## src/rtl/limbus_sys_acortex_st_unpack_adaptor.sv

```systemverilog
// rtl/limbus_sys_acortex_st_unpack_adaptor.sv - unpacks multi-symbol stream beats into one symbol per cycle
// A single registered holding buffer feeds the output mux; a new beat reloads it on the last-symbol handoff.
module limbus_sys_acortex_st_unpack_adaptor #(
  localparam int SYMBOL_WIDTH = 8,
  localparam int IN_SYMBOLS   = 2,
  localparam int EMPTY_WIDTH  = 1,
  localparam int DATA_W       = SYMBOL_WIDTH * IN_SYMBOLS,
  localparam int SEL_W        = (IN_SYMBOLS > 1) ? $clog2(IN_SYMBOLS) : 1
) (
  input  logic                    clk,
  input  logic                    reset_n,
  input  logic [DATA_W-1:0]       in_data,
  input  logic                    in_valid,
  output logic                    in_ready,
  input  logic                    in_startofpacket,
  input  logic                    in_endofpacket,
  input  logic [EMPTY_WIDTH-1:0]  in_empty,
  output logic [SYMBOL_WIDTH-1:0] out_data,
  output logic                    out_valid,
  input  logic                    out_ready,
  output logic                    out_startofpacket,
  output logic                    out_endofpacket
);

  localparam logic [SEL_W-1:0] LAST_FULL = SEL_W'(IN_SYMBOLS - 1);

  logic [DATA_W-1:0]       r_data;
  logic                    r_sop;
  logic                    r_eop;
  logic [SEL_W-1:0]        r_last_idx;
  logic                    r_full;
  logic [SEL_W-1:0]        r_sel;
  logic                    r_ready_en;

  logic                    w_out_xfer;
  logic                    w_at_last;
  logic                    w_in_xfer;
  logic [SEL_W-1:0]        w_last_idx_in;
  logic [SYMBOL_WIDTH-1:0] w_sym;

  assign w_out_xfer = r_full && out_ready;
  assign w_at_last  = (r_sel == r_last_idx);
  assign in_ready   = r_ready_en && (!r_full || (w_out_xfer && w_at_last));
  assign w_in_xfer  = in_valid && in_ready;

  // in_empty only means something on the closing beat of a packet
  assign w_last_idx_in = in_endofpacket ? (LAST_FULL - SEL_W'(in_empty)) : LAST_FULL;

  // Symbol 0 lives in the most significant lane
  always_comb begin
    w_sym = '0;
    for (int i = 0; i < IN_SYMBOLS; i++) begin
      if (r_sel == SEL_W'(i)) begin
        w_sym = r_data[(IN_SYMBOLS-1-i)*SYMBOL_WIDTH +: SYMBOL_WIDTH];
      end
    end
  end

  assign out_data          = w_sym;
  assign out_valid         = r_full;
  assign out_startofpacket = r_full && r_sop && (r_sel == '0);
  assign out_endofpacket   = r_full && r_eop && w_at_last;

  always_ff @(posedge clk or negedge reset_n) begin
    if (!reset_n) begin
      r_data     <= '0;
      r_sop      <= 1'b0;
      r_eop      <= 1'b0;
      r_last_idx <= '0;
      r_full     <= 1'b0;
      r_sel      <= '0;
      r_ready_en <= 1'b0;
    end else begin
      r_ready_en <= 1'b1;
      if (w_in_xfer) begin
        r_data     <= in_data;
        r_sop      <= in_startofpacket;
        r_eop      <= in_endofpacket;
        r_last_idx <= w_last_idx_in;
        r_full     <= 1'b1;
        r_sel      <= '0;
      end else if (w_out_xfer) begin
        if (w_at_last) begin
          r_sel  <= '0;
          r_full <= 1'b0;
        end else begin
          r_sel  <= r_sel + SEL_W'(1);
        end
      end
    end
  end

endmodule

```

## config.mk

```make
export PLATFORM = sky130hd
export DESIGN_NAME = limbus_sys_acortex_st_unpack_adaptor
export DESIGN_NICKNAME = d
export VERILOG_FILES = /design/src/rtl/limbus_sys_acortex_st_unpack_adaptor.sv
export SDC_FILE = /design/constraint.sdc
export NUM_CORES = 1
export LEC_CHECK = 0
export ABC_AREA = 1
export BUFFER_PORTS_ARGS = -buffer_cell sky130_fd_sc_hd__buf_2
export CAP_MARGIN = 10
export CORE_MARGIN = 1.5
export CORE_UTILIZATION = 45
export DETAILED_ROUTE_END_ITERATION = 6
export GPL_TIMING_DRIVEN = 0
export MAX_ROUTING_LAYER = met4
export PLACE_DENSITY_LB_ADDON = 0.1
export REMOVE_ABC_BUFFERS = 1
export SYNTH_ARGS = -nofsm -noshare
export SYNTH_HDL_FRONTEND = slang
export SYNTH_SLANG_ARGS = --single-unit
```

## constraint.sdc

```tcl
create_clock -name clk -period 2.5 [get_ports clk]
set_clock_uncertainty 0.15 [all_clocks]
set_input_delay 0.125 -clock clk [delete_from_list [all_inputs] [get_ports clk]]
set_output_delay 0.125 -clock clk [all_outputs]
set_load 0.03 [all_outputs]
```

==> impl_metrics.ini, run 1 <==
[outcome]
status = completed

[floorplanning]
floorplan.io_pins = 35
core_area_sq_um = 2210
dieArea_sq_um = 2660
floorplan.initialDensity_pct = 48.0
die_width_um = 51.6
floorplan.die.height_um = 51.6
placementRows = 17

[yosys]
ys_dominant_reg_cell = sky130_fd_sc_hd__dfrtp_1
yosysTopAreaCell = sky130_fd_sc_hd__dfrtp_1
yosys_register_bits = 22
synth.top_cell.area_share_pct = 51.8
synth-warning-count = 0
synth_area_per_cell_sq_um = 8.17
synthesis.area_sq_um = 1060
synth_sequential_area_ratio_pct = 51.8
yosysMostFrequentCell = sky130_fd_sc_hd__nand2_1
synthTopCellsByArea = sky130_fd_sc_hd__dfrtp_1, sky130_fd_sc_hd__nand2_1, sky130_fd_sc_hd__nand4_1, sky130_fd_sc_hd__buf_4, sky130_fd_sc_hd__buf_6
number_of_flops_mapped_to_enable_cells_by_yosys = 0
synth_async_sr_flop_share_pct = 100
synthTopCellsByCount = sky130_fd_sc_hd__nand2_1, sky130_fd_sc_hd__dfrtp_1, sky130_fd_sc_hd__nand4_1
netlist-cell-type-count = 16
post_synth_inst_count = 130

[finish]
area_growth_from_synthesis_to_layout_pct = 34.9
post_route_cell_area_sq_um = 1430
final_cell_count_no_fill = 206
fillers = 202
antennaDiodeCount = 0
final_core_utilization_pct = 64.8
layout.nets = 204
final_layout_size_suffix_gt1_share_pct = 23.0

[power]
ir_drop_v = 0.000686
total_power_mw = 1.52
power.leakage_nw = 0.797
power.density_cell_area_nw_per_um2 = 1060

[hold_path]
min_path_type = in -> reg
worst_hold_path.num_cells = 5

[placement]
placedInstanceArea_sq_um = 1200
place_inst = 183
quantity_of_i_o_buffers_inserted_on_ports = 34
dpl_worst_slack_ns = -0.251
detailedPlacementHpwl_um = 1380
place.gp.congestion = 0.768

[critical_path]
startpoint_type = flip-flop
worst-path-max-fanout = 21
type_of_the_worst_setup_path = reg -> reg
cp.required_ns = 2.54
crit_arrival_ns = 2.28
reg2regPathDepth = 7
setup.worst_path.end_class = flip-flop

[route]
avgRoutedWirePerCell_um = 11.2
firstDrtPassIters = 4
route.detailed.drc = 0
dr_total_vias = 1016
detail-route-antenna-nets = 0
drt-initial-drc-count = 27
routed_wl_um = 2300
avgViaCountPerCell = 4.93

[job]
max_cap_viol_count = 0

[clock_tree]
cts_sinks = 22
insertion_delay_ns = 0.29
ctsLongestPathBuffers = 2
number_of_buffers_added_by_the_clock_tree_synthesis_step = 3
ctsRootBufferMaster = sky130_fd_sc_hd__clkbuf_4
htree_num_levels = 1
cts_tree = yes
clock_slew_seen_by_the_registers_of_the_worst_setup_and_hold_paths_ns = 0.11

[global_routing]
pin_count_of_the_biggest_net_entering_global_routing = 23
grt_pass1_wl_um = 3930
first_global_vias = 913
grt_use_total_pct = 20.2
grt-ovfl-total = 0
antenna_violations_before_repair = 0

[timing]
setup_viol = 0
final.period_utilization_pct = 89.8
fin_worst_hold_slack_ns = 0.0342
final_period_minus_worst_setup_slack_ns = 2.24
timing.final.hold_violations = 0
achievable-frequency_ghz = 0.446
timing_worst_slew_pin_value_ns = 0.738
grt_setup_unrepaired = no
timing.max_slew.rel_slack_pct = 50.8
slew_violations = 0
final.setup.worst_slack_ns = 0.256
fin_tns_setup_ns = 0
[layer usage]
| layer | track usage (%) | share of wire (%) | vias to the layer above |
|---|---|---|---|
| li1 | - | - | 523 |
| met5 | - | 0 | - |
| met4 | 5.26 | 0.57 | 0 |
| met3 | 3.45 | 4.9 | 2 |
| met1 | 26.5 | 45 | 460 |
| met2 | 32.7 | 49 | 31 |
[where the power goes]
group          internal [mW]  switching, mW  total, mW
Clock                 0.0559         0.0921      0.148
Sequential             0.525          0.116      0.641
Combinational          0.236          0.498      0.734
[cell usage in the layout, fill, tap and decap left out, drive strengths merged]
cell	netlist	final
a21boi	1	1
dfrtp	22	22
conb	1	1
clkinv	1	1
nand2	71	71
buf	9	34
nand3	2	2
dlygate4sd3	0	20
nor2	1	1
clkbuf	0	3
nand4	19	19
and3	1	1
inv	1	1
ha	1	1
[cell type report]
type | count | area [sq um] | area share (%)
Sequential cell | 22 | 552 | 38.5
Timing Repair Buffer | 54 | 370 | 25.9
Tap cell | 28 | 35.0 | 2.45
Clock buffer | 3 | 22.5 | 1.57
Multi-Input combinational cell | 97 | 444 | 31.0
Inverter | 2 | 8.76 | 0.611
[critical path, cell delays in order (launching register included)]
cell	delay [ns]
sky130_fd_sc_hd__dfrtp_2	0.53
sky130_fd_sc_hd__clkinv_2	0.21
sky130_fd_sc_hd__ha_1	0.34
sky130_fd_sc_hd__nand2_1	0.07
sky130_fd_sc_hd__nand2_2	0.32
sky130_fd_sc_hd__nand3_4	0.32
sky130_fd_sc_hd__nand2_1	0.14
sky130_fd_sc_hd__nand2_1	0.06
[final timing paths]
kind	from	to	slack, ns
min in group asynchronous	reset_n	r_data[1]$_DFFE_PN0P_	0.17
max	r_sel$_DFFE_PN0P_	r_data[2]$_DFFE_PN0P_	0.26
min reg2reg	r_eop$_DFFE_PN0P_	r_eop$_DFFE_PN0P_	0.32
min	out_ready	r_sel$_DFFE_PN0P_	0.03
max reg2reg	r_sel$_DFFE_PN0P_	r_data[2]$_DFFE_PN0P_	0.26
max in group asynchronous	reset_n	r_sel$_DFFE_PN0P_	1.68
[cells by family after synthesis]
family,Yosys count,synth area share [%]
AND/OR/NAND/NOR,94,38.9
flip-flops,22,51.8
buffers and inverters,11,7.07
AO/OA/AOI/OAI,1,0.707
adder cells (fa/ha/maj),1,1.18
other,1,0.353
[sequential cells by signal (all words and copies together), names as in the netlist]
signal / count
r_eop: 1
r_ready_en: 1
r_sop: 1
r_data: 16
r_last_idx: 1
out_valid: 1
r_sel: 1
[what timing repair did]
action                     4_1_cts  5_1_grt
hold endpoints to repair        41        0
resized for setup                2        1
setup buffers                    0        0
hold buffers                    20        0
setup endpoints to repair       21       21
No activity file was read; power rests on OpenSTA's default activity.
==> inputs of run 2 (changes only) <==
--- a/config.mk
+++ b/config.mk
@@ -13,8 +13,7 @@
 export DETAILED_ROUTE_END_ITERATION = 6
 export GPL_TIMING_DRIVEN = 0
 export MAX_ROUTING_LAYER = met4
-export PLACE_DENSITY_LB_ADDON = 0.1
-export REMOVE_ABC_BUFFERS = 1
+export PLACE_DENSITY = 0.71
 export SYNTH_ARGS = -nofsm -noshare
 export SYNTH_HDL_FRONTEND = slang
 export SYNTH_SLANG_ARGS = --single-unit
==> impl_metrics.ini, run 2 (same netlist as run 1, synthesis figures left out) <==
[critical_path]
cp.required_ns = 2.23
worst-path-max-fanout = 9
setup.worst_path.end_class = output port
r2r-start = r_sel$_DFFE_PN0P_
slowest_stage = sky130_fd_sc_hd__ha_1
slowest_delay_ns = 0.40
startpoint_type = flip-flop
crit_path_start = r_sel$_DFFE_PN0P_
timing.critical_path.cells = clkinv_1, ha_1, nand2_1, a21boi_0, buf_2
crit_arrival_ns = 1.75
type_of_the_worst_setup_path = reg -> out

[placement]
place.gp.congestion = 0.725
place_inst = 192
detailedPlacementHpwl_um = 1680
quantity_of_i_o_buffers_inserted_on_ports = 34

[timing]
setup_viol = 0
achievable-frequency_ghz = 0.495
slew_violations = 0
final_period_minus_worst_setup_slack_ns = 2.02
fin_tns_setup_ns = 0
timing.final.hold_violations = 0
grt_setup_unrepaired = no
final.period_utilization_pct = 80.9

[floorplanning]
die_width_um = 51.6
dieArea_sq_um = 2660
floorplan.die.height_um = 51.6
floorplan.initialDensity_pct = 48.0
placementRows = 17
floorplan.io_pins = 35
core_area_sq_um = 2210

[finish]
area_growth_from_synthesis_to_layout_pct = 44.1
multi_input_comb_area_sq_um = 437
antennaDiodeCount = 0
final_cell_count_no_fill = 217
regMostFlops = r_data
final_core_utilization_pct = 69.2
final_layout_size_suffix_gt1_share_pct = 25.9
most_common_cell_after_layout_fill_and_taps_aside = sky130_fd_sc_hd__nand2_1
fillers = 187
mostFrequentLayoutCells = sky130_fd_sc_hd__nand2_1, sky130_fd_sc_hd__buf_2, sky130_fd_sc_hd__dfrtp_1, sky130_fd_sc_hd__dlygate4sd3_1, sky130_fd_sc_hd__nand4_1
largest_register_ff_count = 16
layout.nets = 214
seqCellArea_sq_um = 551

[route]
avgViaCountPerCell = 5.07
routed_wl_um = 2620
drt-initial-drc-count = 23
dr_total_vias = 1100
routed-wl-met2_um = 1450
detail_route.wirelength.met1_um = 1040
detail-route-antenna-nets = 0
met3RoutedLength_um = 114
route.detailed.drc = 0
dr.max_layer_used = met4
firstDrtPassIters = 4
avgRoutedWirePerCell_um = 12.1

[global_routing]
grt-ovfl-total = 0
grt_pass1_wl_um = 4430
grt_use_total_pct = 22.6
antenna_violations_before_repair = 0
first_global_vias = 1035
pin_count_of_the_biggest_net_entering_global_routing = 23

[power]
power_frac_comb_pct = 47.5
seq_power_share_pct = 36.5
clk_pwr_share_pct = 16.0
total_power_mw = 1.71
switching_part_of_the_total_pct = 43.7
power.leakage_nw = 0.857
ir_drop_v = 0.000694
p_int_uw = 961
net-switching-power_uw = 746
power.density_cell_area_nw_per_um2 = 1120

[hold_path]
min_path_type = in -> reg
min-delay-start = in_valid

[clock_tree]
cts_sinks = 22
insertion_delay_ns = 0.31
clock_slew_seen_by_the_registers_of_the_worst_setup_and_hold_paths_ns = 0.14
htree_num_levels = 1
ctsLongestPathBuffers = 2
number_of_buffers_added_by_the_clock_tree_synthesis_step = 3
cts_resized = 0
cts_tree = yes
ctsRootBufferMaster = sky130_fd_sc_hd__clkbuf_4

[outcome]
status = completed

[job]
max_cap_viol_count = 0

[yosys]
number_of_nets_in_the_synthesized_netlist = 154
[run 2: cell types whose count changed in the layout (fill, tap and decap cells not counted), sizes merged]
| cell | before | now |
|---|---|---|
| bufinv | 0 | 1 |
| buf | 34 | 43 |
| dlygate4sd3 | 20 | 21 |
[run 2: power groups by stage]
stage | logic, mW | registers (mW) | clock network (mW)
final | 0.811 | 0.623 | 0.274
after global routing | 0.908 | 0.645 | 0.292
after CTS | 0.816 | 0.621 | 0.277
after detailed placement | 0.789 | 0.630 | 0
after global placement | 0.772 | 0.623 | 0
after floorplan | 0.569 | 0.623 | 0
[run 2: routing by layer]
layer / vias up / global-route usage [%]
met3: 2 / 2.59
met5: - / -
li1: 546 / -
met1: 522 / 26.8
met4: 0 / 3.95
met2: 30 / 41.7
[run 2: what timing repair did]
| action | 4_1_cts | 5_1_grt |
|---|---|---|
| hold endpoints to repair | 41 | 0 |
| setup buffers | 0 | 0 |
| hold buffers | 21 | 0 |
[run 2: final cells by class]
class / count / share of cell area, %
Buffer: 9 / 4.42
Clock buffer: 3 / 1.47
Clock inverter: 1 / 1.96
Inverter: 2 / 0.491
Multi-Input combinational cell: 97 / 28.5
Sequential cell: 22 / 36.0
Tap cell: 28 / 2.29
Timing Repair Buffer: 55 / 24.9
[run 2: path summary, 6_finish.rpt]
| check | endpoint | slack [ns] | depth (start not counted) |
|---|---|---|---|
| worst max-delay path | in_ready | 0.48 | 5 |
| worst min-delay path | r_data[3]$_DFFE_PN0P_ | 0.005 | 4 |
| worst max register to register | r_eop$_DFFE_PN0P_ | 0.69 | 8 |
| worst min register to register | r_sop$_DFFE_PN0P_ | 0.33 | 2 |
| max in group asynchronous | r_sel$_DFFE_PN0P_ | 1.73 | 2 |
| min in group asynchronous | r_ready_en$_DFF_PN0_ | 0.14 | 2 |
[run 2: metrics by stage]
stage	instance area, sq um	worst slack, ns	hold WS, ns
after global routing	1530	0.290	0.0226
final	1530	0.478	0.00502
after CTS	1530	0.451	0.00120
after global placement	1270	0.738	-0.0369
after detailed placement	1270	0.676	-0.0368
after floorplan	1060	0.631	-0.321
[run 2: critical path, delay by kind of cell (launching register included)]
| kind | cells | cell delay (ns) |
|---|---|---|
| buffers and inverters | 2 | 0.48 |
| adder cells (fa/ha/maj) | 1 | 0.40 |
| AND/OR/NAND/NOR | 1 | 0.08 |
| AO/OA/AOI/OAI | 1 | 0.14 |
| flip-flops | 1 | 0.36 |
